## config.mk

```make
export PLATFORM = sky130hd
export DESIGN_NAME = sub_16_serial
export DESIGN_NICKNAME = d
export VERILOG_FILES = /design/src/rtl/sub_serial_pkg.sv /design/src/rtl/fs_1.sv /design/src/rtl/sub_16_serial.sv
export SDC_FILE = /design/constraint.sdc
export NUM_CORES = 1
export LEC_CHECK = 0
export ABC_AREA = 1
export CAP_MARGIN = 40
export CORE_MARGIN = 2
export CORE_UTILIZATION = 52
export DETAILED_ROUTE_END_ITERATION = 10
export PLACE_DENSITY = 0.9
export SLEW_MARGIN = 10
export SYNTH_ARGS = -nofsm -noshare
export SYNTH_HDL_FRONTEND = slang
export SYNTH_HIERARCHICAL = 1
export SYNTH_SLANG_ARGS = --single-unit
export TNS_END_PERCENT = 5
```

## constraint.sdc

```tcl
create_clock -name clk -period 1.5 [get_ports clk]
set_clock_uncertainty 0.15 [all_clocks]
set_input_delay 0.375 -clock clk [delete_from_list [all_inputs] [get_ports clk]]
set_output_delay 0.375 -clock clk [all_outputs]
set_load 0.02 [all_outputs]
```

## src/rtl/sub_serial_pkg.sv

```systemverilog
// sub_serial_pkg: shared state encoding and sizing for the bit-serial subtractor.
package sub_serial_pkg;
  typedef enum logic [1:0] {IDLE, SHIFT, DONE} state_e;
  localparam int WIDTH_DEF = 16;
  localparam int CNT_W_DEF = $clog2(WIDTH_DEF);
  function automatic int cnt_w(input int width);
    return $clog2(width);
  endfunction
endpackage

```

## src/rtl/fs_1.sv

```systemverilog
// fs_1: combinational 1-bit full subtractor, d = x - y - bi.
module fs_1 (
  input  logic x,
  input  logic y,
  input  logic bi,
  output logic d,
  output logic bo
);
  assign d  = x ^ y ^ bi;
  assign bo = (~x & y) | (~(x ^ y) & bi);
endmodule

```

## src/rtl/sub_16_serial.sv

```systemverilog
// sub_16_serial: bit-serial a - b - b_in, LSB first, with start/busy/done handshake.
// Define SUB_SERIAL_OVF_EN to add the registered signed-overflow output ovf_o.
module sub_16_serial
  import sub_serial_pkg::*;
#(
  parameter int WIDTH = WIDTH_DEF
) (
  input  logic             clk,
  input  logic             rst_n,
  input  logic             start_i,
  input  logic [WIDTH-1:0] a_i,
  input  logic [WIDTH-1:0] b_i,
  input  logic             b_in_i,
  output logic             busy_o,
  output logic             done_o,
  output logic [WIDTH-1:0] diff_o,
  output logic             b_out_o
`ifdef SUB_SERIAL_OVF_EN
  ,
  output logic             ovf_o
`endif
);
  localparam int CW = cnt_w(WIDTH);
  state_e           state_q, state_d;
  logic [WIDTH-1:0] sh_a_q, sh_a_d, sh_b_q, sh_b_d, res_q, res_d, diff_q, diff_d;
  logic [CW-1:0]    cnt_q, cnt_d;
  logic             brw_q, brw_d, b_out_q, b_out_d, d, bo, last;
  fs_1 u_fs (.x(sh_a_q[0]), .y(sh_b_q[0]), .bi(brw_q), .d(d), .bo(bo));
  assign last = cnt_q == CW'(WIDTH - 1);
  always_comb begin
    state_d = state_q;
    sh_a_d  = sh_a_q;
    sh_b_d  = sh_b_q;
    res_d   = res_q;
    diff_d  = diff_q;
    cnt_d   = cnt_q;
    brw_d   = brw_q;
    b_out_d = b_out_q;
    if (state_q == SHIFT) begin
      sh_a_d = sh_a_q >> 1;
      sh_b_d = sh_b_q >> 1;
      res_d  = {d, res_q[WIDTH-1:1]};
      brw_d  = bo;
      cnt_d  = cnt_q + 1'b1;
      if (last) begin
        state_d = DONE;
        diff_d  = {d, res_q[WIDTH-1:1]};
        b_out_d = bo;
      end
    end else if (start_i) begin
      state_d = SHIFT;
      sh_a_d  = a_i;
      sh_b_d  = b_i;
      brw_d   = b_in_i;
      cnt_d   = '0;
    end else begin
      state_d = IDLE;
    end
  end
  always_ff @(posedge clk or negedge rst_n) begin
    if (!rst_n) begin
      state_q <= IDLE;
      sh_a_q  <= '0;
      sh_b_q  <= '0;
      res_q   <= '0;
      diff_q  <= '0;
      cnt_q   <= '0;
      brw_q   <= 1'b0;
      b_out_q <= 1'b0;
    end else begin
      state_q <= state_d;
      sh_a_q  <= sh_a_d;
      sh_b_q  <= sh_b_d;
      res_q   <= res_d;
      diff_q  <= diff_d;
      cnt_q   <= cnt_d;
      brw_q   <= brw_d;
      b_out_q <= b_out_d;
    end
  end
  assign busy_o  = state_q == SHIFT;
  assign done_o  = state_q == DONE;
  assign diff_o  = diff_q;
  assign b_out_o = b_out_q;
`ifdef SUB_SERIAL_OVF_EN
  // On the final bit the shifters hold the operand MSBs and d is the result MSB.
  logic ovf_q;
  always_ff @(posedge clk or negedge rst_n) begin
    if (!rst_n) ovf_q <= 1'b0;
    else if (state_q == SHIFT && last) ovf_q <= (sh_a_q[0] ^ sh_b_q[0]) & (d ^ sh_a_q[0]);
  end
  assign ovf_o = ovf_q;
`endif
endmodule

```

==> results of run 1 <==
logic make-up (layout without fill, tap and decap cells):
kind of cell | count (synthesis) | count (layout)
AOI/OAI and AO/OA | 33 | 33
xor gates and xnor gates | 1 | 1
adders and majority gates | 2 | 2
buffers and inverters | 35 | 106
DFF | 71 | 71
and+or+nand+nor | 200 | 200
power breakdown:
| part | switching (uW) | internal (uW) |
|---|---|---|
| Combinational | 1940 | 1220 |
| Clock | 701 | 924 |
| Sequential | 551 | 2750 |
area by class of cell:
class / instances / area, sq um / area share, %
Timing Repair Buffer: 76 / 678.2 / 17.41
Multi-Input combinational cell: 236 / 1087 / 27.91
Clock inverter: 7 / 87.58 / 2.248
Inverter: 14 / 52.55 / 1.349
Clock buffer: 9 / 123.9 / 3.179
Tap cell: 72 / 90.09 / 2.312
Sequential cell: 71 / 1777 / 45.60
layer usage:
metal / track usage [%] / vias up / wire, um / part of all wire [%]
met5: 0 / - / 0 / 0
met2: 40.00 / 102 / 3669 / 51
met3: 3.820 / 16 / 349 / 4.9
met1: 32.58 / 1269 / 3009 / 42
met4: 10.68 / 0 / 126 / 1.8
li1: - / 1235 / - / -
registers in the layout, indices dropped and copies added (netlist names):
| signal | flops |
|---|---|
| diff_o | 16 |
| sh_a_q | 16 |
| sh_b_q | 16 |
| brw_q | 1 |
| b_out_o | 1 |
| state_q | 2 |
| res_q | 15 |
| cnt_q | 4 |
worst register-to-register path, delay by kind of cell, from the launching register on:
kind	cells	cell delay (ns)
simple gates	4	0.39
buf+inv	3	0.47
flops	1	0.41
synthesized netlist by cell type:
library cell / n / area, sq um
clkbuf_1: 4 / 15.01
buf_6: 3 / 33.78
nand3_1: 64 / 320.3
o21ai_0: 33 / 165.2
buf_1: 3 / 11.26
buf_4: 6 / 45.04
nand3_4: 1 / 17.52
inv_2: 3 / 11.26
dfrtp_1: 71 / 1777
nand2_1: 127 / 476.7
nand4_1: 1 / 6.260
ha_1: 1 / 12.51
clkbuf_2: 1 / 5.000
buf_2: 4 / 20.02
inv_1: 11 / 41.29
fa_1: 1 / 20.02
nor2_4: 2 / 22.52
nor2_1: 4 / 15.01
nand2_2: 1 / 6.260
xnor2_1: 1 / 8.760
through the flow:
| stage | util (%) | total power (uW) |
|---|---|---|
| 2_1_floorplan | - | 5279 |
| 3_3_place_gp | 66.89 | 6305 |
| 3_5_place_dp | 66.89 | 6473 |
| 4_1_cts | 69.67 | 8057 |
| 5_1_grt | 69.90 | 8658 |
| 6_report | 69.90 | 8085 |
worst paths after layout:
check	slack, ns	endpoint	from	cells after the start
worst max-delay path	-0.08	busy_o	state_q[0]	3
worst min-delay path	0.33	diff_o[11]	res_q[12]	2
worst max register to register	-0.03	sh_b_q[0]	state_q[0]	7
worst min register to register	0.33	diff_o[11]	res_q[12]	2
max in group asynchronous	0.33	sh_a_q[12]	rst_n	3
min in group asynchronous	0.35	diff_o[9]	rst_n	2
timing repair:
item	4_1_cts	5_1_grt
hold buffers	1	0
pin swaps	0	0
endpoints found under the hold margin	14	0
setup endpoints to repair	64	68
resized for setup	82	12
buffers inserted	1	0
==> results.cfg, run 1 <==
[run_status]
status = finished, violations left
violations = negative setup slack

[final_layout]
design_area_sq_um = 3896
layout.cells.most_common_list = nand2_1, dfrtp_1, nand3_1, clkdlybuf4s50_1, o21ai_0
areaGrowthSynthToFinish_pct = 28.57
final_common_cell = nand2_1
nets = 446
drive_above_1_share_pct = 16.46
instances_no_fill = 485
antenna_cells = 0
nFillCells = 398

[yosys]
syn_area_per_cell_sq_um = 8.861
synth-xor-area-share_pct = 0.2890
synth-compound-area-share_pct = 5.450
ys_seq_area_share_pct = 58.63
yosys_warnings = 6
synth_nets = 380
syn_inst = 342
synth-simple-area-share_pct = 28.53
yosys.area_share.adder_pct = 1.073
netlist_area_sq_um = 3030
yosysUniqueCellTypes = 20
synth_top_family_by_area = simple AND/OR/NAND/NOR gates
synthMuxAreaShare_pct = 0
ys_ff_latch = 71

[power]
vdd_drop_max_mv = 1.292
p_per_area_nw_per_um2 = 2075
power.leakage_uw = 0.001929

[placed_design]
dpl_cell_area_sq_um = 3729
place_congestion = 0.7956
placed_cells = 467
pre_cts_ws_ns = -0.1522
portBuffers = 54
hpwl_um = 4647

[floorplanning]
fp.dieArea_sq_um = 6455
die_w_um = 80.34
start_util_pct = 54.37
num_io_pins = 55
core_area_sq_um = 5574
die_y_um = 80.34
rows = 27

[sta]
worstMarginPinSlew_ns = 0.4206
grt_setup_unrepaired = yes
holdWs_ns = 0.3307
setup_viol = 3
fin_crit_sh_pct = 105.3
hold_violations = 0
fin_crit_ns = 1.580
slew-limit-headroom_pct = 71.96
setup-tns-final_ns = -0.1575
slew_violations = 0
fmax_mhz = 633.0
setup_slack_ns = -0.07985

[grt]
grt_pass1_vias = 2568
grt_pass1_wl_um = 12080
antenna_found_initial = 0
grt-ovfl-total = 0
grt_use_total_pct = 24.51
grt_max_degree = 34

[detailed_routing]
antenna_left = 0
first_pass_iters = 6
drt_iter0_drc = 234
vias = 2622
avgRoutedWirePerCell_um = 14.75
drt-vias-per-instance = 5.406
drc_errors = 0
wl_um = 7155

[critical_path]
path_cells = inv_2 -> nor2_4 -> buf_6
critical-path-top-delay-family = flip-flops
cp-start-kind = register
critPathMaxStageDelay_ns = 0.41
cpMaxStageDelayCell = dfrtp_1
crit_type = register to output port
worst-path-buf-inv = 2
cp_max_fo = 3
crit_required_ns = 0.97
arrival_ns = 1.05
critPathCaptureType = output port

[clocking]
clk_pin_slew_worst_paths_ns = 0.08
cts_tree = done
htree_num_levels = 3
ctsLongestPathBuffers = 2
cts-root-buf = clkbuf_8
cts_buffers = 9
clock_sinks = 71
clk_latency_ns = 0.33

[hold_path]
hold_class = register to register

[run]
maxCapViolCount = 0
(Power assumes the default switching activity.)
==> run 2, diff against run 1 <==
- PLACE_DENSITY: 0.9 -> not set
- PLACE_DENSITY_LB_ADDON: not set -> 0.12
==> run 2 against run 1 <==
- the run still ends with negative setup slack left
- largest cell class unchanged
- global-route usage down 2.1 points
- clock power decreased by 13%
- critical path depth decreased by 1
- cell area up 1.5%
- sequential cell count did not move
- hold slack got worse by 0.0049 ns
- register-to-register slack improved by 0.04 ns
- worst setup slack better by 0.0052 ns
- wire length shrank 6.6%
==> results.cfg, run 2 (synthesized netlist as in run 1, its figures left out) <==
[run_status]
status = finished, violations left
violations = negative setup slack

[clocking]
cts-root-buf = clkbuf_8
ctsLongestPathBuffers = 2
htree_num_levels = 3
clock_sinks = 71
cts_tree = done
clk_pin_slew_worst_paths_ns = 0.07
cts_buffers = 9
clk_latency_ns = 0.34

[placed_design]
hpwl_um = 4363
place_congestion = 0.8228
portBuffers = 54
placed_cells = 468

[power]
seq_power_share_pct = 40.4
power.leakage_uw = 0.001963
p_sw_share_pct = 39.03
p_per_area_nw_per_um2 = 2034
vdd_drop_max_mv = 1.250
finalPower_uw = 8046
p_comb_share_pct = 42.1
clkPwrFrac_pct = 17.5
p_int_uw = 4905
power.switching_uw = 3140

[critical_path]
cp-startpoint = state_q[1]
cpMaxStageDelayCell = dfrtp_1
cp-start-kind = register
crit_required_ns = 0.97
ff2ff_path_depth = 7
path_cells = nor2_4 -> buf_6
r2r-start = state_q[1]
r2r_slack_ns = 0.01
critPathMaxStageDelay_ns = 0.42
arrival_ns = 1.05
critPathCaptureType = output port
r2r-end = cnt_q[2]
crit_type = register to output port
cp_max_fo = 3

[final_layout]
final_common_cell = nand2_1
drive_above_1_share_pct = 17.94
areaGrowthSynthToFinish_pct = 30.55
instances_no_fill = 490
nets = 452
nFillCells = 451
layout.cells.most_common_list = nand2_1, dfrtp_1, nand3_1, clkdlybuf4s50_1, o21ai_0
antenna_cells = 0

[detailed_routing]
vias = 2551
drt_iter0_drc = 198
avgRoutedWirePerCell_um = 13.64
drc_errors = 0
first_pass_iters = 4
drt-vias-per-instance = 5.206
wl_um = 6684
antenna_left = 0

[sta]
worstMarginPinSlew_ns = 0.2435
hold_violations = 0
fin_crit_ns = 1.575
fmax_mhz = 635.0
grt_setup_unrepaired = yes
slew_violations = 0
setup_viol = 2
setup_slack_ns = -0.07469
slew-limit-headroom_pct = 83.72
fin_crit_sh_pct = 105.0

[floorplanning]
fp.dieArea_sq_um = 6455
die_y_um = 80.34
start_util_pct = 54.37
rows = 27
core_area_sq_um = 5574
die_w_um = 80.34
num_io_pins = 55

[grt]
grt_pass1_wl_um = 10990
grt-ovfl-total = 0
antenna_found_initial = 0
grt_use_total_pct = 22.40
grt_pass1_vias = 2438
grt_max_degree = 43

[hold_path]
worstHoldStart = res_q[8]
hold_class = register to register
holdPathEnd = diff_o[7]
hold_depth = 2

[run]
maxCapViolCount = 0
==> run 2: worst max-delay path by stage <==
stage,slack [ns],cells after the start,end
floorplan,0.10,3,busy_o
global route,-0.12,3,busy_o
global placement,-0.15,2,busy_o
detailed placement,-0.16,6,sh_b_q[7]
CTS,-0.08,6,cnt_q[2]
finish,-0.07,2,busy_o
==> run 2: timing repair <==
| item | in CTS | in global routing |
|---|---|---|
| endpoints found under the setup margin | 41 | 68 |
| pin swaps | 0 | 0 |
| hold buffers | 1 | 0 |
| resized for setup | 76 | 22 |
| hold endpoints to repair | 71 | 0 |
| cloned | 0 | 1 |
| buffers inserted | 0 | 5 |
==> run 2: layout make-up <==
class | instances | area, sq um | area share (%)
clock buffers | 12 | 165.2 | 4.175
clock inverters | 3 | 17.52 | 0.4428
inverters | 14 | 52.55 | 1.328
multi-input cells | 236 | 1101 | 27.83
flip-flops and latches | 71 | 1778 | 44.94
well taps | 72 | 90.09 | 2.277
repair buffers | 82 | 752.0 | 19.01
==> run 2: per-layer routing <==
| metal | global-route usage (%) | wire length, um |
|---|---|---|
| met1 | 30.32 | 3016 |
| met4 | 8.136 | 93 |
| met3 | 5.506 | 332 |
| met2 | 35.25 | 3243 |
| met5 | 0 | 0 |
==> run 2: power by group through the flow <==
stage,clock [uW],sequential [uW],combinational (uW)
floorplan,0,3420,1860
global route,1520,3350,3800
global placement,0,3230,3080
detailed placement,0,3270,3160
finish,1410,3250,3390
CTS,1430,3230,3060
==> run 2: critical path, delay by kind of cell (launching register included) <==
kind          cells  cell delay [ns]
flops             1             0.42
simple gates      1             0.16
buf+inv           1             0.13
==> run 2: per-stage QoR <==
step | setup WS [ns] | setup TNS, ns | instance area [sq um] | hold WS [ns] | utilization (%)
global placement | -0.1508 | -4.683 | 3726 | 0.2026 | 66.85
global route | -0.1159 | -0.4710 | 3956 | 0.3516 | 70.98
floorplan | 0.1023 | 0 | 3030 | -0.07059 | -
finish | -0.07469 | -0.1190 | 3956 | 0.3258 | 70.98
CTS | -0.07559 | -0.4492 | 3861 | 0.3253 | 69.27
detailed placement | -0.1624 | -5.350 | 3726 | 0.1988 | 66.85
==> run 3, diff against run 2 <==
- CTS_CLUSTER_DIAMETER: not set -> 100
==> results of run 3 <==
Same layout as run 2: the final DEF is identical, and so are final timing and power.
